--- src/rtl/antitheft_pkg.sv ---
// Shared definitions for the vehicle anti-theft controller: FSM state codes,
// parameter-bank selectors and the power-on values of the time bank.
package antitheft_pkg;

    typedef enum logic [2:0] {
        ST_ARMED     = 3'd0,
        ST_TRIGGERED = 3'd1,
        ST_ALARM     = 3'd2,
        ST_DISARMED  = 3'd3,
        ST_IGN_OFF   = 3'd4,
        ST_DOOR_OPEN = 3'd5,
        ST_ARM_DELAY = 3'd6,
        ST_LOCKOUT   = 3'd7
    } state_e;

    localparam logic [1:0] SEL_T_ARM = 2'd0;
    localparam logic [1:0] SEL_T_DRV = 2'd1;
    localparam logic [1:0] SEL_T_PAS = 2'd2;
    localparam logic [1:0] SEL_T_ALM = 2'd3;

    localparam int DEF_T_ARM = 6;
    localparam int DEF_T_DRV = 8;
    localparam int DEF_T_PAS = 15;
    localparam int DEF_T_ALM = 10;

    // Divider width; a 1 Hz clock still needs a 1-bit counter.
    function automatic int div_width(input int hz);
        if (hz > 1) begin
            return $clog2(hz);
        end else begin
            return 1;
        end
    endfunction

endpackage

--- src/rtl/antitheft_timer.sv ---
// One-second tick divider plus TW-bit seconds down-counter. A load restarts
// the second boundary so every loaded interval is whole seconds long.
module antitheft_timer
    import antitheft_pkg::*;
#(
    parameter int TW     = 4,
    parameter int CLK_HZ = 100_000_000
) (
    input  logic          clock,
    input  logic          reset,
    input  logic          load,
    input  logic [TW-1:0] load_val,
    output logic          tick,
    output logic          expired,
    output logic [TW-1:0] count
);

    localparam int DW = div_width(CLK_HZ);

    logic [DW-1:0] div_q, div_d;
    logic [TW-1:0] cnt_q, cnt_d;
    logic          tick_s;

    assign tick_s  = (div_q == DW'(CLK_HZ - 1));
    assign tick    = tick_s;
    // A zero count reports expiry on the next tick instead of wrapping.
    assign expired = tick_s && (cnt_q == '0);
    assign count   = cnt_q;

    // Next-state logic for divider and down-counter.
    always_comb begin
        div_d = div_q;
        cnt_d = cnt_q;
        if (load) begin
            div_d = '0;
            cnt_d = load_val;
        end else if (tick_s) begin
            div_d = '0;
            if (cnt_q != '0) begin
                cnt_d = cnt_q - TW'(1);
            end else begin
                cnt_d = cnt_q;
            end
        end else begin
            div_d = div_q + DW'(1);
        end
    end

    // Divider and counter registers.
    always_ff @(posedge clock or posedge reset) begin
        if (reset) begin
            div_q <= '0;
            cnt_q <= '0;
        end else begin
            div_q <= div_d;
            cnt_q <= cnt_d;
        end
    end

endmodule

--- src/rtl/antitheft_ctrl_n.sv ---
// Anti-theft controller: arming FSM, reprogrammable time bank, retrigger
// counting with lockout. Every output is a flop updated one cycle after input.
module antitheft_ctrl_n
    import antitheft_pkg::*;
#(
    parameter int NUM_DOORS  = 2,
    parameter int TW         = 4,
    parameter int CLK_HZ     = 100_000_000,
    parameter int MAX_RETRIG = 3,
    parameter int T_ARM_RST  = DEF_T_ARM,
    parameter int T_DRV_RST  = DEF_T_DRV,
    parameter int T_PAS_RST  = DEF_T_PAS,
    parameter int T_ALM_RST  = DEF_T_ALM
) (
    input  logic                 clock,
    input  logic                 reset,
    input  logic                 ignition,
    input  logic [NUM_DOORS-1:0] door,
    input  logic                 reprogram,
    input  logic [1:0]           param_sel,
    input  logic [TW-1:0]        param_value,
    output logic                 status,
    output logic                 siren_en,
    output logic [2:0]           state,
    output logic [TW-1:0]        count,
    output logic                 lockout
);

    localparam int RW = 3;

    state_e        state_q, state_d;
    logic [RW-1:0] retrig_q, retrig_d;
    logic [TW-1:0] bank_q [4];
    logic [TW-1:0] bank_d [4];
    logic          status_q, status_d;
    logic          siren_q, siren_d;
    logic          lockout_q, lockout_d;

    logic          load_s;
    logic [TW-1:0] load_val_s;
    logic          tick_s;
    logic          expired_s;
    logic          any_door_s;
    logic [RW-1:0] retrig_inc_s;

    assign any_door_s   = |door;
    assign retrig_inc_s = retrig_q + RW'(1);

    antitheft_timer #(
        .TW     (TW),
        .CLK_HZ (CLK_HZ)
    ) u_timer (
        .clock    (clock),
        .reset    (reset),
        .load     (load_s),
        .load_val (load_val_s),
        .tick     (tick_s),
        .expired  (expired_s),
        .count    (count)
    );

    // Transition logic; reprogram beats ignition beats doors beats expiry.
    always_comb begin
        state_d    = state_q;
        retrig_d   = retrig_q;
        bank_d     = bank_q;
        load_s     = 1'b0;
        load_val_s = '0;
        if (reprogram) begin
            bank_d[param_sel] = param_value;
            state_d           = ST_ARMED;
            load_s            = 1'b1;
            load_val_s        = '0;
        end else if (ignition && (state_q != ST_DISARMED)) begin
            state_d  = ST_DISARMED;
            retrig_d = '0;
        end else begin
            case (state_q)
                ST_ARMED: begin
                    if (any_door_s) begin
                        state_d    = ST_TRIGGERED;
                        load_s     = 1'b1;
                        load_val_s = door[0] ? bank_q[SEL_T_DRV] : bank_q[SEL_T_PAS];
                    end else begin
                        state_d = ST_ARMED;
                    end
                end
                ST_TRIGGERED: begin
                    if (expired_s) begin
                        state_d    = ST_ALARM;
                        load_s     = 1'b1;
                        load_val_s = bank_q[SEL_T_ALM];
                    end else begin
                        state_d = ST_TRIGGERED;
                    end
                end
                ST_ALARM: begin
                    // An open door keeps the siren period from ever running down.
                    if (any_door_s) begin
                        load_s     = 1'b1;
                        load_val_s = bank_q[SEL_T_ALM];
                    end else if (expired_s) begin
                        retrig_d = retrig_inc_s;
                        state_d  = (retrig_inc_s == RW'(MAX_RETRIG)) ? ST_LOCKOUT : ST_ARMED;
                    end else begin
                        state_d = ST_ALARM;
                    end
                end
                ST_DISARMED: begin
                    if (!ignition) begin
                        state_d = ST_IGN_OFF;
                    end else begin
                        state_d = ST_DISARMED;
                    end
                end
                ST_IGN_OFF: begin
                    if (door[0]) begin
                        state_d = ST_DOOR_OPEN;
                    end else begin
                        state_d = ST_IGN_OFF;
                    end
                end
                ST_DOOR_OPEN: begin
                    if (!door[0]) begin
                        state_d    = ST_ARM_DELAY;
                        load_s     = 1'b1;
                        load_val_s = bank_q[SEL_T_ARM];
                    end else begin
                        state_d = ST_DOOR_OPEN;
                    end
                end
                ST_ARM_DELAY: begin
                    if (any_door_s) begin
                        state_d = ST_DOOR_OPEN;
                    end else if (expired_s) begin
                        state_d = ST_ARMED;
                    end else begin
                        state_d = ST_ARM_DELAY;
                    end
                end
                ST_LOCKOUT: begin
                    state_d = ST_LOCKOUT;
                end
                default: begin
                    state_d = ST_ARMED;
                end
            endcase
        end
    end

    // Output decode from the upcoming state so outputs and state flop together.
    always_comb begin
        siren_d   = (state_d == ST_ALARM);
        lockout_d = (state_d == ST_LOCKOUT);
        case (state_d)
            ST_ARMED: begin
                // Blink phase restarts at 0 whenever ARMED is freshly entered.
                if ((state_q == ST_ARMED) && !reprogram) begin
                    status_d = status_q ^ tick_s;
                end else begin
                    status_d = 1'b0;
                end
            end
            ST_TRIGGERED, ST_ALARM, ST_LOCKOUT: status_d = 1'b1;
            default:                            status_d = 1'b0;
        endcase
    end

    // State, retrigger count, time bank and output registers.
    always_ff @(posedge clock or posedge reset) begin
        if (reset) begin
            state_q           <= ST_ARMED;
            retrig_q          <= '0;
            bank_q[SEL_T_ARM] <= TW'(T_ARM_RST);
            bank_q[SEL_T_DRV] <= TW'(T_DRV_RST);
            bank_q[SEL_T_PAS] <= TW'(T_PAS_RST);
            bank_q[SEL_T_ALM] <= TW'(T_ALM_RST);
            status_q          <= 1'b0;
            siren_q           <= 1'b0;
            lockout_q         <= 1'b0;
        end else begin
            state_q   <= state_d;
            retrig_q  <= retrig_d;
            bank_q    <= bank_d;
            status_q  <= status_d;
            siren_q   <= siren_d;
            lockout_q <= lockout_d;
        end
    end

    assign state    = state_q;
    assign status   = status_q;
    assign siren_en = siren_q;
    assign lockout  = lockout_q;

endmodule

--- config.mk ---
export PLATFORM = sky130hd
export DESIGN_NAME = antitheft_ctrl_n
export DESIGN_NICKNAME = d
export VERILOG_FILES = /design/src/rtl/antitheft_pkg.sv /design/src/rtl/antitheft_timer.sv /design/src/rtl/antitheft_ctrl_n.sv
export SDC_FILE = /design/constraint.sdc
export NUM_CORES = 1
export LEC_CHECK = 0
export BUFFER_PORTS_ARGS = -buffer_cell sky130_fd_sc_hd__buf_4
export CORE_MARGIN = 2
export CORE_UTILIZATION = 60
export CTS_BUF_LIST = sky130_fd_sc_hd__clkbuf_8
export DETAILED_ROUTE_END_ITERATION = 12
export PLACE_DENSITY = 0.79
export SKIP_LAST_GASP = 1
export SYNTH_ARGS = -nofsm -noshare
export SYNTH_HDL_FRONTEND = slang
export SYNTH_SLANG_ARGS = --single-unit
--- constraint.sdc ---
create_clock -name clock -period 3.3 [get_ports clock]
set_clock_uncertainty 0.1 [all_clocks]
set_input_delay 0.495 -clock clock [delete_from_list [all_inputs] [get_ports clock]]
set_output_delay 0.495 -clock clock [all_outputs]
set_load 0.01 [all_outputs]
; ---- Word level (Yosys, flattened, before mapping)
; Cells that the tools add are included.
[totals]
reg_bits = 56
latchBits = 0
ram_bits = 0
rom_bits = 0
input_bits = 12
output_inout_bits = 10
n_memories = 0
[classes]
n_addsub = 3
multipliers = 0
div = 0
magnitude_cmp = 2
n_eq_ne = 14
shifts = 0
muxes = 41
bitwise = 3
reduce_logical = 18
[ops]
columns = op, n
row1 = 27-bit two-way mux, 2
row2 = 4-bit two-way mux, 11
row3 = 3-bit two-way mux, 12
row4 = "27-bit by 1-bit adder with 27-bit output, second input constant", 1
row5 = "27-bit equality test, second input constant", 1
row6 = 3-bit one-hot mux with 8 select lines, 1
row7 = 16-bit bitwise mux, 1
row8 = 4-bit one-hot mux with 4 select lines, 1
row9 = "3-bit equality test, second input constant", 5
row10 = "3-bit by 2-bit equality test with 1-bit output, second input constant", 4
row11 = 4-bit demux with 2-bit select, 1
row12 = 1-bit two-way mux, 8
row13 = 2-bit nonzero test, 4
row14 = "3-bit by 1-bit equality test with 1-bit output, second input constant", 2
row15 = 3-bit zero test, 2
row16 = 1-bit logical AND, 4
row17 = 4-bit zero test, 1
row18 = 2-bit two-way mux, 2
row19 = 4-bit AND reduction, 1
row20 = 4-bit nonzero test, 1
row21 = 2-bit OR reduction, 2
row22 = "4-bit by 1-bit subtractor with 4-bit output, second input constant", 1
row23 = "3-bit by 1-bit adder with 3-bit output, second input constant", 1
row24 = "3-bit greater-or-equal comparator, second input constant", 1
row25 = other kinds (11), 11

; ---- Logic depth before layout (Yosys ltp)
; Gate-level depths: netlist of the first run.
[depth]
word_depth = 11
ltp_mapped = 10
depth_no_buf = 8

; ---- Modules after synthesis
; Synthesis of the first run repeated with hierarchy kept, for this count alone.
[hier_totals]
cells_unflattened = 322
area_unflattened_um2 = 3229.3
[by_module_without_submodules]
columns = mod, instances, cells_per_inst, area_per_inst_um2, seq_area_each_um2
row1 = antitheft_timer, 1, 193, 1793.0, 775.7
row2 = antitheft_ctrl_n, 1, 129, 1436.4, 636.9

; ---- Worst setup path before layout of the first run
; Ideal clock, no wire load.
[synth_timing]
path_kind = register to register
from = register u_timer.cnt_q[0] (netlist: u_timer.count[0])
to = register u_timer.div_q[20]
setup_time_ns = 0.119
arrival_time_ns = 2.218
required_time_ns = 3.081
setup_slack_ns = 0.863
path_stages_with_launch = 11
n_path_buf = 2
synth_period_minus_slack_ns = 2.437
path_cell_list = dfrtp_1 > inv_1 > ha_1 > nor3b_1 > and4_2 > a31oi_1 > a21oi_2 > or3_1 > buf_4 > buf_6 > nor2_1
[synth_between]
elab_chain_len = 7
[synth_lines]
columns = element, line
row1 = "start, declared", antitheft_timer.sv:21  ; logic [TW-1:0] cnt_q, cnt_d;
row2 = "start signal, assigned", antitheft_timer.sv:56  ; cnt_q <= cnt_d;
row3 = 4-bit zero test, antitheft_timer.sv:27  ; assign expired = tick_s && (cnt_q == '0);
row4 = 1-bit logical AND, antitheft_timer.sv:27
row5 = 1-bit two-way mux, antitheft_ctrl_n.sv:89  ; if (expired_s) begin
row6 = 1-bit one-hot mux with 3 select lines, antitheft_ctrl_n.sv:78  ; case (state_q)
row7 = 1-bit two-way mux, antitheft_ctrl_n.sv:74  ; end else if (ignition && (state_q != ST_DISARMED)) begin
row8 = 1-bit two-way mux, antitheft_ctrl_n.sv:69  ; if (reprogram) begin
row9 = 27-bit two-way mux, antitheft_timer.sv:34  ; if (load) begin
row10 = via u_timer.div_d[20], antitheft_timer.sv:20  ; logic [DW-1:0] div_q, div_d;
row11 = "end signal, assigned", antitheft_timer.sv:55  ; div_q <= div_d;
row12 = "end, declared", antitheft_timer.sv:20
; The timed path passes the listed nets, and every way through them passes these cells.
; A chain may end at the register's enable or synchronous reset.

; ---- Worst setup path in the final report of the first run
[layout_timing]
from = register u_timer.cnt_q[0] (netlist: u_timer.count[0])
to = register u_timer.div_q[15]
; Same word-level chain as after synthesis.

==> results.md, run 1 <==
- The buffer and inverter count on the worst path is 3.
- In this run the remaining antenna-violating nets after routing total 0.
- The critical path's largest stage delay is 0.49 ns.
- The number of top-level pins is 22.
- Adding up every negative setup slack in the final design gives 0 ns.
- 0 antenna diodes ended up in the layout.
- For this design, the CTS-stage hold fixing added 0 buffers.
- For the pin with the worst max-slew slack, the measured transition is 0.6997 ns.
- The count of TritonRoute iterations in the first routing pass is 7.
- Buffers inserted during clock tree synthesis total 5.
- The total count of max-transition violations in the final report is 0.
- Setup repair after global routing left no endpoint under its margin.
- The post-layout minimum cycle time is 2.666 ns.
- The via count of the first global-routing pass came to 2296.
- The number of rows created at floorplan is 26.
- In the routed layout, each cell is associated on average with a via count of 5.788.
- The starting density of the core is 61.71%.
- Of all nets on the critical path, the largest fanout is 26.
- The H-tree was split into 2 levels.
- Measured in cells, the most critical reg-to-reg path has a length of 10.
- At the end of the flow, the number of nets in the layout was 342.
- The final count of negative-setup-slack endpoints is 0.
- Based on the critical path, the design can be clocked at up to 375.1 MHz.
- Across all layers, the routed design uses 2292 vias.
- The first-iteration detailed-routing DRC count is 174.
- Synthesis handed over a netlist of 303 instances.
- The peak ir drop on the vdd network is 0.0002491 V.
- The number of setup buffers added after CTS is 0.
- The worst-case register-to-register setup slack is 0.63 ns.
- In this run the critical register-to-register path is captured at u_timer.div_q[15].
- The synthesized netlist devotes 2.010% of its cell area to adder and majority cells.
- The post-synthesis compound-gate area fraction is 8.565%.
- Ranked by instance count, the synthesized netlist is headed by sky130_fd_sc_hd__dfrtp_1 (47), sky130_fd_sc_hd__nor2_1 (40), sky130_fd_sc_hd__mux2_2 (20).
- In this run the power density over the cells is 402.2 nW/um^2.
- For met3 alone, demand over resource in global routing was 3.673%.
- The cell type with the highest aggregate area in the netlist is sky130_fd_sc_hd__dfrtp_1.
- Buffers placed on the I/O ports in this run total 21.
- The clock tree from TritonCTS is done.
- At the end of routability-driven placement, the weighted congestion stood at 0.8381.
- Summing the areas of all xor and xnor instances in the mapped netlist gives 7.881% of the synthesized area.
- The sink count of the clock tree is 56.
- Post-CTS repair changed the size of 0 cells.
- In this run the cell area of the synthesized design comes to 3112 sq um.
- Data on the critical path arrives at its endpoint at 2.76 ns.
- The kind of launch point of the worst setup path is a flip-flop.
- The core footprint is 5042 sq um.
- The class of the worst hold path is in -> async.
- In this run the tightest slew margin relative to its limit is 53.35%.
- Entering global routing, the biggest net connects 57 pins.
- After routing the design area is 3420 sq um.
- Multiplexer cells account for 7.881% of the synthesized area.
- After detailed routing, the average wire length per cell comes to 15.15 um.
- In this run the vertical extent of the chip is 76.02 um.
- The dominant combinational cell family by area after synthesis is simple AND/OR/NAND/NOR gates.
- The global routing stage identified its most utilized layer as met2.
- Sequential cells were found to cover 45.40% of the synthesized design area.
- The proportion of layout cells with a drive suffix above 1 is 24.54%.
- Max-cap violations in this run came to 0.
- Clock-pin slew was measured on the worst setup and hold paths at 0.10 ns.
- The fraction of post-synthesis cell area in the top cell type by area is 37.80%.
- The most numerous cell in the Yosys netlist is sky130_fd_sc_hd__dfrtp_1.
- The number of instances in the placed design is 388.
- The area enclosed by the die boundary is 5778 sq um.
- The sum of routed wire length over all layers is 6.001 mm.
- Summing the areas of all and, or, nand and nor instances in the mapped netlist gives 25.01% of the synthesized area.
- Counting every net in the synthesized netlist gives 320.
- The register bit total from synthesis is 56.
- Ranked by total cell area, the synthesized netlist is headed by sky130_fd_sc_hd__dfrtp_1 (38%), sky130_fd_sc_hd__dfstp_2 (7.6%), sky130_fd_sc_hd__mux2_2 (7.2%), sky130_fd_sc_hd__xnor2_1 (5.3%), sky130_fd_sc_hd__nor2_1 (4.8%).
- The post-placement cell area is 3323 sq um.
- The die span in x is 76.02 um.
- Before CTS, the worst setup slack after placement is 0.7093 ns.
- Of all flip-flops after synthesis, the portion carrying an async set or reset was 100.0%.
- The final standard cell count with taps included and fillers excluded is 396.
- The critical path endpoint category is a flip-flop.
- The post-route fraction of the period consumed by the critical path is 80.78%.
- The kind of cell adding the most delay to the critical path is simple AND/OR/NAND/NOR gates.
- The clock reaches the later pin of the worst-skew pair after 0.31 ns.
- The unique cell type count in the Yosys netlist is 55.
- The cell at the root of the clock tree is sky130_fd_sc_hd__clkbuf_8.
- The type of the worst setup path is reg -> reg.
- Yosys mapped a number of flops with a built-in enable equal to 0.
- The final worst setup slack is 0.6342 ns.
- The number of antenna violations at the first check in global routing is 0.
- The total of warnings raised by yosys is 0.
- The first global-routing pass estimated 10.85 mm of wire.
- The slowest library cell on the worst path is sky130_fd_sc_hd__nor3b_1.
- The met2 routing resource usage after global routing is 37.95%.
- Once detailed placement completed, the half-perimeter wirelength came to 4.341 mm.
- The cell that appears most often on the critical path is sky130_fd_sc_hd__buf_4.
- The signal on the critical path passes through inv_1 > ha_1 > nor3b_1 > and4_2 > a31oi_1 > a21oi_2 > buf_4 > or3_1 > buf_4 > nor2_1.
- The number of filler instances in the final layout is 402.
- The post-route worst hold slack is 0.2681 ns.
- The main flop type after synthesis is sky130_fd_sc_hd__dfrtp_1.
- The maximum count of clock buffers along a single path is 2.
- After detailed routing, the number of remaining DRC violations is 0.
- The reg-to-reg startpoint is u_timer.count[0].
- The final-report hold violation count came to 0.
- The leakage power is 1.421 nW.
- The total routing usage reported by global routing is 22.81%.
- The required time of the critical path is 3.39 ns.
- The synthesized area divided by synthesized cell count is 10.27 sq um.
- Summed over all layers, the global routing overflow is 0.
- The sum of internal, switching and leakage power is 1.375 mW.
- The run finished with clean final reports.
- The met1 routing resource usage after global routing is 31.03%.
- The layout overhead on the synthesized area is 9.891%.
- Cells fill 67.82% of the core in the end.
state kept, by name (all words and copies together), names as in the netlist:
register,flops
state,3
lockout,1
siren_en,1
status,1
u_timer.div_q,27
bank_q,16
u_timer.count,4
retrig_q,3
per-layer routing:
| layer | routed length, um | vias up |
|---|---|---|
| met2 | 2925 | 53 |
| met1 | 2722 | 1105 |
| met5 | 0 | - |
| met4 | 91 | 0 |
| li1 | - | 1123 |
| met3 | 262 | 11 |
worst register-to-register path, stage by stage (launching register included):
cell and delay, ns:
sky130_fd_sc_hd__dfrtp_1 0.40, sky130_fd_sc_hd__inv_1 0.11, sky130_fd_sc_hd__ha_1 0.14, sky130_fd_sc_hd__nor3b_1 0.49
sky130_fd_sc_hd__and4_2 0.34, sky130_fd_sc_hd__a31oi_1 0.12, sky130_fd_sc_hd__a21oi_2 0.16, sky130_fd_sc_hd__buf_4 0.17
sky130_fd_sc_hd__or3_1 0.12, sky130_fd_sc_hd__buf_4 0.27, sky130_fd_sc_hd__nor2_1 0.10
kinds of logic (layout without fill, tap and decap cells):
kind of cell             count (synthesis)  in the layout
multiplexers                            22             22
adder cells (fa/ha/maj)                  5              5
AO/OA/AOI/OAI                           34             34
XOR/XNOR                                28             28
AND/OR/NAND/NOR                        138            138
flip-flops                              56             56
buffers and inverters                   20             43
cell type report:
type / instances / area (sq um) / share of cell area, %
clock buffer: 6 / 82.58 / 2.415
timing repair buffer: 25 / 187.7 / 5.488
tap: 70 / 87.58 / 2.561
clock inverter: 2 / 13.76 / 0.4025
multi-input combinational: 227 / 1598 / 46.73
inverter: 10 / 37.54 / 1.098
sequential: 56 / 1413 / 41.31
layout by cell type, fill, tap and decap left out, drive strengths merged, types with 4 or more instances in the layout:
cell and count:
dfrtp 47, nor2 40, buf 25, mux2 20, xnor2 19, nand2 16, nand3 15, nor3 12
inv 11, xor2 9, dfstp 9, and3 8, o21ai 7, nor3b 7, a211oi 7, clkbuf 6
nor4 6, o21bai 5, ha 5, and4 5, nand4 4, a222oi 4, nand3b 4, or2 4
worst max-delay path by stage:
stage,startpoint,endpoint,slack [ns],depth (start not counted)
2_1_floorplan,u_timer.count[0],u_timer.div_q[20],0.86,10
6_report,u_timer.count[0],u_timer.div_q[15],0.63,10
3_5_place_dp,u_timer.count[0],u_timer.div_q[7],0.71,10
4_1_cts,u_timer.count[0],u_timer.div_q[15],0.65,10
5_1_grt,u_timer.count[0],u_timer.count[1],0.38,8
3_3_place_gp,u_timer.count[0],u_timer.count[1],0.82,8
power by group:
| part | switching, mW | total (mW) | leakage [nW] | internal, mW |
|---|---|---|---|---|
| clock | 0.225 | 0.397 | 0.0516 | 0.172 |
| sequential | 0.0342 | 0.784 | 0.727 | 0.750 |
| combinational | 0.0977 | 0.194 | 0.643 | 0.0968 |
(Power assumes the default switching activity.)
==> run 2, diff against run 1 <==
==> constraint.sdc (replaced) <==
create_clock -name clock -period 2.54 [get_ports clock]
set_clock_uncertainty 0.1 [all_clocks]
set_input_delay 0.381 -clock clock [delete_from_list [all_inputs] [get_ports clock]]
set_output_delay 0.381 -clock clock [all_outputs]
set_load 0.01 [all_outputs]
==> results.md, run 2 (same netlist as run 1, synthesis figures left out) <==
- The flow ran to the end, and the final reports show no timing, DRC or antenna violations.
- The number of inserted diodes is 0 (unchanged).
- The total routing usage reported by global routing came to 22.66% (-0.15 points).
- The min-delay analysis places its worst path in the category in -> async.
- The clock transition at the registers of the reported paths is 0.10 ns (about the same).
- The number of rows created at floorplan is 26 (unchanged).
- The post-detailed-route via-to-cell ratio is 5.825 (+0.64%).
- The total clock buffers created by CTS was 5 (unchanged).
- The post-placement cell area is 3353 sq um (+0.90%).
- The maximum count of clock buffers along a single path was 2 (unchanged).
- The post-route setup TNS is 0 ns (unchanged).
- The clock latency on the worst-skew pair is 0.31 ns (about the same).
- The endpoint arrival time on the critical path is 2.54 ns (-0.22 ns).
- The required time of the critical path is 2.63 ns (-0.76 ns).
- The flip-flop count of the largest register, all copies and words added is 27 (unchanged).
- The total setup buffers inserted after CTS was 0 (unchanged).
- u_timer.div_q holds more flip-flops than any other register.
- The total count of max-transition violations in the final report is 0 (unchanged).
- The first-iteration detailed-routing DRC count is 199 (+14%).
- STA classifies the critical path endpoint as a flip-flop.
- The post-route worst hold slack came to 0.1247 ns (-0.1435 ns).
- The area enclosed by the die boundary is 5778 sq um (unchanged).
- The die span in x is 76.02 um (unchanged).
- The final standard cell count with taps included and fillers excluded came to 400 (+1.0%).
- The count of TritonRoute iterations in the first routing pass is 4 (-3).
- The largest fanout of any net on the critical path is 7 (-73%).
- The proportion of layout cells with a drive suffix above 1 was 25.45% (+0.91 points).
- The layout net count was 346 (+1.2%).
- The number of instances in the placed design came to 392 (+1.0%).
- The register cell area after layout is 1413 sq um (unchanged).
- The layout overhead on the synthesized area is 11.74%.
- The number of buffers added on ports is 21 (unchanged).
- The post-route DRC violation count is 0 (unchanged).
- The routed wirelength normalized by instance count is 15.51 um (+2.3%).
- The post-route fraction of the period consumed by the critical path is 96.75% (+16 points).
- The maximum frequency from static timing analysis is 406.9 MHz (+8.5%).
- The final-report hold violation count is 0 (unchanged).
- The tightest slew margin relative to the limit was 53.12% (-0.23 points).
- The number of top-level pins is 22 (unchanged).
- The final RePlAce weighted congestion is 0.8701 (+3.8%).
- The max-capacitance violation count is 0 (unchanged).
- The leakage power is 1.452 nW (+2.2%).
- TritonCTS built the clock tree.
- The cell at the root of the clock tree is sky130_fd_sc_hd__clkbuf_8.
- The power per standard cell area is 534.4 nW/um^2 (+33%).
- The leading cell type in the layout, fill and taps excluded is sky130_fd_sc_hd__dfrtp_1.
- The die boundary height is 76.02 um (unchanged).
- The via count of the first global-routing pass is 2325 (+1.3%).
- By startpoint and endpoint, the worst setup path is classified as reg -> reg.
- The final count of negative-setup-slack endpoints is 0 (unchanged).
- The via count is 2330 (+1.7%).
- The multi-input logic area was 1614 sq um (+1.0%).
- The post-layout minimum cycle time is 2.458 ns (-0.2082 ns).
- The number of filler instances in the final layout is 418 (+4.0%).
- The starting density of the core is 61.71% (unchanged).
- The share of the core filled with cells was 68.96% (+1.1 points).
- The cell area after layout is 3477 sq um (+1.7%).
- The largest net degree at the start of global routing is 57 (unchanged).
- The number of antenna violations at the first check in global routing is 0 (unchanged).
- The CTS H-tree depth is 2 (unchanged).
- The residual overflow from global routing is 0 (unchanged).
- The worst-margin pin slew is 0.7032 ns (+0.003508 ns).
- STA classifies the critical path startpoint as a flip-flop.
- The sum of routed wire length over all layers was 6.204 mm (+3.4%).
- In the layout the commonest cells are sky130_fd_sc_hd__dfrtp_1 (47), sky130_fd_sc_hd__nor2_1 (40), sky130_fd_sc_hd__buf_4 (29), sky130_fd_sc_hd__mux2_2 (20), sky130_fd_sc_hd__xnor2_1 (19).
- The sink count of the clock tree is 56 (unchanged).
- The core footprint is 5042 sq um (unchanged).
- The number of routed nets with antenna violations is 0 (unchanged).
- The placed wire-length estimate after detailed placement was 4.404 mm (+1.4%).
- The peak ir drop on the vdd network is 0.0004056 V (+63%).
- The wire length of the first global-routing pass is 10.66 mm (-1.7%).
## run 2: cell types whose count changed in the layout (fill, tap and decap cells not counted), sizes merged
cell,delta
buf,+4
bufinv,+1
clkbuf,-1
## run 2: final cells by class
type,count,area share (%)
flip-flops and latches,56,40.63
multi-input cells,227,46.42
well taps,70,2.519
inverters,10,1.080
clock inverters,3,1.116
repair buffers,29,6.261
clock buffers,5,1.979
## run 2: power breakdown
group,switching (mW),internal (mW),total (mW)
Clock,0.289,0.289,0.578
Combinational,0.133,0.133,0.265
Sequential,0.0410,0.974,1.02
## run 2: routing by layer
| layer | global-route usage [%] | vias up | wire, um |
|---|---|---|---|
| li1 | - | 1133 | - |
| met1 | 30.58 | 1130 | 2796 |
| met2 | 37.68 | 57 | 3072 |
| met3 | 3.318 | 10 | 224 |
| met4 | 8.182 | 0 | 112 |
| met5 | 0 | - | 0 |
## run 2: path summary, 6_finish.rpt
kind	startpoint	to	slack, ns	depth (start not counted)
setup / recovery	u_timer.div_q[0]	status	0.08	7
hold reg to reg	bank_q[2]	bank_q[2]	0.42	1
setup reg to reg	u_timer.div_q[0]	status	0.08	7
min in group clock	param_value[1]	bank_q[5]	0.22	2
max in group asynchronous	reset	retrig_q[2]	1.71	3
hold / removal	reset	u_timer.div_q[2]	0.12	3
## run 2: critical path, stage by stage (launching register included)
cell and delay, ns:
sky130_fd_sc_hd__dfrtp_1 0.41, sky130_fd_sc_hd__ha_1 0.22, sky130_fd_sc_hd__and4_4 0.29, sky130_fd_sc_hd__nand2_4 0.09
sky130_fd_sc_hd__or4_4 0.60, sky130_fd_sc_hd__a211oi_4 0.32, sky130_fd_sc_hd__a2bb2oi_1 0.20, sky130_fd_sc_hd__o22ai_1 0.11
## run 2: timing repair
| item | CTS | global route |
|---|---|---|
| hold buffers | 0 | 0 |
| hold endpoints to repair | 0 | 0 |
| endpoints found under the setup margin | 0 | 2 |
| resized for setup | 0 | 2 |
## run 2: per-stage QoR
stage / setup WS [ns] / total power [mW]
3_5_place_dp: 0.1595 / 1.296
6_report: 0.08247 / 1.858
4_1_cts: 0.1389 / 1.873
3_3_place_gp: 0.2438 / 1.283
2_1_floorplan: 0.1028 / 1.208
5_1_grt: -0.01451 / 1.947
